===== src/rtl/inst_axi_rd_bridge.sv =====
// Fetch-side SRAM-like read port to AXI4 AR/R bridge with in-order returns; data_ok one cycle after the R handshake.
// addr_ok drops while an AR is pending or MAX_OUTST reads are in flight; R is always accepted while any read is owed.
module inst_axi_rd_bridge #(
  parameter int          MAX_OUTST = 2,
  parameter logic [3:0]  ARID_VAL  = 4'd0
) (
  input  logic        clk,
  input  logic        resetn,

  input  logic        inst_sram_req,
  input  logic        inst_sram_wr,
  input  logic [1:0]  inst_sram_size,
  input  logic [31:0] inst_sram_addr,
  input  logic [3:0]  inst_sram_wstrb,
  input  logic [31:0] inst_sram_wdata,
  output logic        inst_sram_addr_ok,
  output logic        inst_sram_data_ok,
  output logic [31:0] inst_sram_rdata,

  output logic [3:0]  arid,
  output logic [31:0] araddr,
  output logic [7:0]  arlen,
  output logic [2:0]  arsize,
  output logic [1:0]  arburst,
  output logic [1:0]  arlock,
  output logic [3:0]  arcache,
  output logic [2:0]  arprot,
  output logic        arvalid,
  input  logic        arready,

  input  logic [3:0]  rid,
  input  logic [31:0] rdata,
  input  logic [1:0]  rresp,
  input  logic        rlast,
  input  logic        rvalid,
  output logic        rready,

  output logic        bus_err,
  output logic        wr_err
);

  typedef enum logic {
    AR_IDLE = 1'b0,
    AR_SEND = 1'b1
  } ar_state_t;

  localparam logic [2:0] LP_MAX_CNT = 3'(MAX_OUTST);

  ar_state_t   r_state;
  ar_state_t   w_state_nxt;
  logic [31:0] r_araddr;
  logic [1:0]  r_arsize;
  logic [2:0]  r_outst_cnt;
  logic        r_data_ok;
  logic [31:0] r_rdata;
  logic        r_bus_err;
  logic        r_wr_err;

  logic        w_addr_ok;
  logic        w_arvalid;
  logic        w_ar_hs;
  logic        w_r_hs;
  logic        w_rready;
  logic        w_unused;

  // Write-side inputs and the R id/last are deliberately ignored: single id, single-beat bursts.
  assign w_unused = ^{inst_sram_wstrb, inst_sram_wdata, rid, rlast};

  always_comb begin
    w_state_nxt = r_state;
    w_addr_ok   = 1'b0;
    w_arvalid   = 1'b0;
    case (r_state)
      AR_IDLE: begin
        w_addr_ok = inst_sram_req && (r_outst_cnt < LP_MAX_CNT);
        if (w_addr_ok) begin
          w_state_nxt = AR_SEND;
        end
      end
      AR_SEND: begin
        w_arvalid = 1'b1;
        if (arready) begin
          w_state_nxt = AR_IDLE;
        end
      end
      default: begin
        w_state_nxt = AR_IDLE;
      end
    endcase
  end

  assign w_ar_hs  = w_arvalid && arready;
  assign w_rready = (r_outst_cnt != 3'd0);
  assign w_r_hs   = rvalid && w_rready;

  always_ff @(posedge clk or negedge resetn) begin
    if (!resetn) begin
      r_state <= AR_IDLE;
    end else begin
      r_state <= w_state_nxt;
    end
  end

  always_ff @(posedge clk or negedge resetn) begin
    if (!resetn) begin
      r_araddr <= 32'd0;
      r_arsize <= 2'd0;
    end else if (w_addr_ok) begin
      r_araddr <= inst_sram_addr;
      r_arsize <= inst_sram_size;
    end
  end

  // Full check sees only this cycle's count; a same-cycle return frees a slot next cycle.
  always_ff @(posedge clk or negedge resetn) begin
    if (!resetn) begin
      r_outst_cnt <= 3'd0;
    end else begin
      case ({w_addr_ok, w_r_hs})
        2'b10:   r_outst_cnt <= r_outst_cnt + 3'd1;
        2'b01:   r_outst_cnt <= r_outst_cnt - 3'd1;
        default: r_outst_cnt <= r_outst_cnt;
      endcase
    end
  end

  always_ff @(posedge clk or negedge resetn) begin
    if (!resetn) begin
      r_data_ok <= 1'b0;
      r_bus_err <= 1'b0;
      r_rdata   <= 32'd0;
    end else begin
      r_data_ok <= w_r_hs;
      r_bus_err <= w_r_hs && (rresp != 2'b00);
      if (w_r_hs) begin
        r_rdata <= rdata;
      end
    end
  end

  always_ff @(posedge clk or negedge resetn) begin
    if (!resetn) begin
      r_wr_err <= 1'b0;
    end else if (w_addr_ok && inst_sram_wr) begin
      r_wr_err <= 1'b1;
    end
  end

  assign inst_sram_addr_ok = w_addr_ok;
  assign inst_sram_data_ok = r_data_ok;
  assign inst_sram_rdata   = r_rdata;

  assign arid    = ARID_VAL;
  assign araddr  = r_araddr;
  assign arlen   = 8'd0;
  assign arsize  = {1'b0, r_arsize};
  assign arburst = 2'b01;
  assign arlock  = 2'b00;
  assign arcache = 4'b0000;
  assign arprot  = 3'b000;
  assign arvalid = w_arvalid;

  assign rready  = w_rready;
  assign bus_err = r_bus_err;
  assign wr_err  = r_wr_err;

endmodule


===== config.mk =====
export PLATFORM = sky130hd
export DESIGN_NAME = inst_axi_rd_bridge
export DESIGN_NICKNAME = d
export VERILOG_FILES = /design/src/rtl/inst_axi_rd_bridge.sv
export SDC_FILE = /design/constraint.sdc
export NUM_CORES = 1
export LEC_CHECK = 0
export BUFFER_PORTS_ARGS = -buffer_cell sky130_fd_sc_hd__buf_2
export CAP_MARGIN = 20
export CORE_ASPECT_RATIO = 1.25
export CORE_MARGIN = 5
export CORE_UTILIZATION = 38
export DETAILED_ROUTE_END_ITERATION = 6
export HOLD_SLACK_MARGIN = 0.1
export PLACE_DENSITY = 0.77
export SLEW_MARGIN = 20
export SYNTH_ARGS = -nofsm -noshare
export SYNTH_HDL_FRONTEND = slang
export SYNTH_SLANG_ARGS = --single-unit

===== constraint.sdc =====
create_clock -name clk -period 2 [get_ports clk]
set_input_delay 0.3 -clock clk [delete_from_list [all_inputs] [get_ports clk]]
set_output_delay 0.3 -clock clk [all_outputs]
set_load 0.05 [all_outputs]

-- After elaboration in Yosys (flattened, before gate mapping)
Index checks and enable logic that the tools add are counted.
- eq/ne operators: 2
- mux-type cells: 6
- reductions and logical operators: 7
- add/subtract/negate cells: 2
- order comparisons: 1
- bitwise logic cells: 1
- operator list (kind ; number):
    3-bit one-hot mux with 2 select lines ; 1
    1-bit logical AND ; 4
    1-bit two-way mux ; 4
    2-bit nonzero test ; 2
    3-bit by 1-bit adder with 3-bit output (second input constant) ; 1
    3-bit by 2-bit less-than comparator with 1-bit output (second input constant) ; 1
    3-bit nonzero test ; 1
    3-bit by 1-bit subtractor with 3-bit output (second input constant) ; 1
    2-bit by 1-bit equality test with 1-bit output (second input constant) ; 1
    2-bit equality test (second input constant) ; 1
    1-bit one-hot mux with 2 select lines ; 1
    1-bit NOT ; 1
- bits in registers: 73
- output and inout port bits: 96
- bits of input ports: 115
- logic and storage cells: 27

-- Logic depth before layout (Yosys ltp)
- depth after elaboration: 5
- gate-level depth with buffers: 10
- gate-level depth less buffers: 9

-- Worst setup path after synthesis
Ideal clock, no wire load.
- path type: register to register
- start: register r_state
- end: register r_outst_cnt[2]
- cell stages (with the launch flop): 11
- period minus slack after synthesis: 2.253 ns
- buffers on the path: 2
- data arrival time: 2.128 ns
- path slack: -0.253 ns
- required time: 1.875 ns
- library setup time: 0.125 ns
- cell sequence: dfrtp_1 -> nor4b_2 -> buf_4 -> buf_6 -> inv_1 -> ha_1 -> inv_1 -> fa_1 -> xor2_1 -> nor2_1 -> xor2_1
- cells in the longest elaborated chain, start to end: 3
- elaborated cells on any way between the ends: 5
- those cells by class: eq/ne: 2; mux: 2; reduce/logical: 1
- ends and longest elaborated chain (what ; RTL line ; text):
    start, declared ; 49 ; ar_state_t r_state;
    start signal, assigned ; 100 ; r_state <= w_state_nxt;
    1-bit two-way mux * ; 73 ; case (r_state)
    net inst_sram_addr_ok ; 16 ; output logic inst_sram_addr_ok,
    2-bit by 1-bit equality test with 1-bit output or 2-bit equality test (tied branches) ; 119 ; case ({w_addr_ok, w_r_hs})
    3-bit one-hot mux with 2 select lines or 2-bit nonzero test (tied branches) ; n/a ;
    end signal, assigned ; 120 ; 2'b10: r_outst_cnt <= r_outst_cnt + 3'd1;
    end signal, assigned ; 121 ; 2'b01: r_outst_cnt <= r_outst_cnt - 3'd1;
    end signal, assigned ; 122 ; default: r_outst_cnt <= r_outst_cnt;
    end, declared ; 53 ; logic [2:0] r_outst_cnt;
Mark *: on every way through the listed nets, which the timed path passes. The rest lies on a longest branch.
A chain may end at the register's enable or synchronous reset.

-- Final worst setup path
- start: register r_state
- end: output port inst_sram_addr_ok
- cells in the longest elaborated chain, start to end: 1
- ends and longest elaborated chain (what ; RTL line):
    1-bit two-way mux ; 73
    end, declared ; 16
No other way between the ends.

==> impl_metrics.py <==
metrics = {
    "run_status": {
        "status": "completed",
    },
    "clocking": {
        "cts_htree_levels": 3,
        "clock-root-buffer": "clkbuf_8",
        "clkSinkCount": 73,
        "clockBufferDepth": 2,
        "cts_buffers": 9,
        "cts_tree": "yes",
        "worstSkewPairLatency_ps": 340,
        "cts.clk_slew.worst_paths_ps": 70,
    },
    "floorplanning": {
        "coreArea_um2": 8150,
        "rows": 37,
        "die_x_um": 91.1,
        "die_h_um": 111,
        "io_pins": 211,
        "dieArea_um2": 10100,
        "start_util": 0.384,
    },
    "power": {
        "peakVddDrop_mv": 0.986,
        "p_leak_uw": 0.00214,
        "powerDensity_nw_per_um2": 1920,
        "p_total_uw": 7950,
    },
    "route": {
        "vias_per_cell": 4.37,
        "vias": 1953,
        "drc_errors": 0,
        "ant_nets": 0,
        "wirelength_um": 6240,
        "dr.pass1.iters": 3,
        "wire_per_inst_um": 14.0,
        "drt_iter0_drc": 28,
    },
    "timing": {
        "hold_violations": 0,
        "finalSetupViolations": 0,
        "rsz0062_at_grt": "false",
        "final_max_slew_viol_count": 0,
        "fin_tns_setup_ps": 0,
        "fmax_ghz": 0.526,
        "fin_crit_ps": 1900,
        "final.period_utilization": 0.951,
        "hold_slack_ps": 134,
        "clock_skew_ps": 9.25,
    },
    "layout": {
        "fin_nets": 462,
        "num_antenna_cells": 0,
        "final_cells": 447,
        "drive_above_1_share": 0.643,
        "fin_area_um2": 4140,
        "syn2layout_area_growth_pct": 32.5,
    },
    "global_route": {
        "grt_util_all_layers": 0.123,
        "gr-usage-met2": 0.192,
        "overflow": 0,
        "grt_max_degree": 41,
        "antenna_found_initial": 0,
        "grt_first_pass_wirelength_um": 10100,
        "met3_usage": 0.0493,
        "grt-busiest-layer": "met2",
        "grt_pass1_vias": 2104,
        "use_met1": 0.143,
    },
    "synthesis": {
        "synth.largest_area_cell": "dfrtp_1",
        "synth_most_common_cell": "dfrtp_1",
        "syn_inst": 192,
        "netlist.area_leader.share": 0.584,
        "avgSynthCellArea_um2": 16.3,
        "synthTopCellsByCount": "73 x dfrtp_1, 28 x mux2_4, 25 x buf_4",
        "netlist_area_um2": 3130,
        "synth_seq_cells": 73,
        "ys_warn_count": 0,
        "seq_area_frac_synth": 0.584,
        "synthDistinctLibCells": 20,
        "synth_ff_type": "dfrtp_1",
        "synth-edff-count": 0,
        "synth.area.top_cells": "dfrtp_1 58%, mux2_4 13%, mux2_2 7.9%",
        "synthArstFlopShare": 1.00,
    },
    "min_path": {
        "timing.hold.worst.class": "in2reg",
    },
    "worst_setup_path": {
        "crit_fanout": 18,
        "critPathKind": "reg2out",
        "rrSetupSlack_ps": 130,
        "crit_path_end_kind": "output pin",
        "critPathRequiredTime_ps": 1700,
        "critPathLaunchType": "flip-flop",
        "arrival_ps": 1600,
    },
    "flow_run": {
        "maxCapViolCount": 0,
    },
    "place": {
        "dpl_cell_area_um2": 3870,
        "place.detailed.hpwl_um": 4700,
        "port_buffers": 145,
        "placed_cells_incl_taps": 428,
        "globalplace.congestion": 0.720,
    },
}
routing by layer:
layer  routed length [µm]  vias to the layer above  part of all wire
li1                     -                      905                 -
met1                 2400                      927              0.38
met2                 3090                      103              0.50
met3                  565                       18             0.091
met4                  184                        0             0.030
met5                    0                        -                 0
repair_timing:
action	CTS	global route
pin swaps	0	1
hold endpoints to repair	33	0
hold buffers	1	0
setup endpoints to repair	1	1
gates cloned	0	1
gates resized for setup	1	0
buffers inserted	0	1
metrics by stage:
step / worst slack (ps) / utilization
after floorplan: -21.4 / -
after global placement: 157 / 0.475
after detailed placement: 136 / 0.475
after CTS: 0.922 / 0.504
after global routing: 4.95 / 0.508
final: 98.3 / 0.508
worst max-delay path: stages, from the launching register on:
cell	delay, ps
dfrtp_2	430
nor4b_4	410
buf_12	210
buf_4	210
power by group:
group,internal (µW),switching [µW],leakage (µW)
clock network,766,524,0.000115
logic,1260,2980,0.00117
registers,2100,314,0.000858
cell usage in the layout (no fill, tap or decap):
master and n:
a21o_1 1, buf_12 3, buf_2 143, buf_4 3, bufinv_16 2, clkbuf_16 1, clkbuf_8 11, clkinv_2 2
clkinvlp_4 1, conb_1 24, dfrtp_1 72, dfrtp_2 1, dlygate4sd3_1 1, fa_2 1, ha_4 1, inv_1 3
inv_2 2, inv_6 1, mux2_1 16, mux2_2 22, mux2_4 28, mux2i_1 1, nand2_8 1, nor2_1 3
nor4b_4 1, o21ai_0 1, or3_4 1, xnor2_1 1, xor2_1 2
logic make-up (layout without fill, tap and decap cells):
kind of cell	after synthesis	in the layout	share of synthesized area
DFF	73	73	0.584
xor gates and xnor gates	3	3	0.00841
and+or+nand+nor	6	6	0.0184
adders and majority gates	2	2	0.0104
AOI/OAI and AO/OA	2	2	0.00400
other	2	24	0.00240
muxes	67	67	0.275
buffers and inverters	37	173	0.0973
sequential cells by signal, indices dropped and copies added, names as in the netlist:
register,flops
r_outst_cnt,3
r_arsize,2
bus_err,1
inst_sram_rdata,32
r_state,1
araddr,32
inst_sram_data_ok,1
wr_err,1
cell type report:
cell class,count,area [µm²]
Tap cell,97,121
Sequential cell,73,1830
Clock buffer,11,151
Multi-Input combinational cell,104,1100
Timing Repair Buffer,151,833
Fill cell,723,4010
Inverter,6,27.5
Clock inverter,5,77.6
path summary, 6_finish.rpt:
check,start,endpoint,cells after the start
max in group asynchronous,resetn,inst_sram_rdata[12],3
min,arready,r_state,2
min reg2reg,wr_err,wr_err,1
max,r_state,inst_sram_addr_ok,3
min in group asynchronous,resetn,araddr[20],2
max reg2reg,r_outst_cnt[0],r_outst_cnt[2],9
No activity file was read; power rests on OpenSTA's default activity.
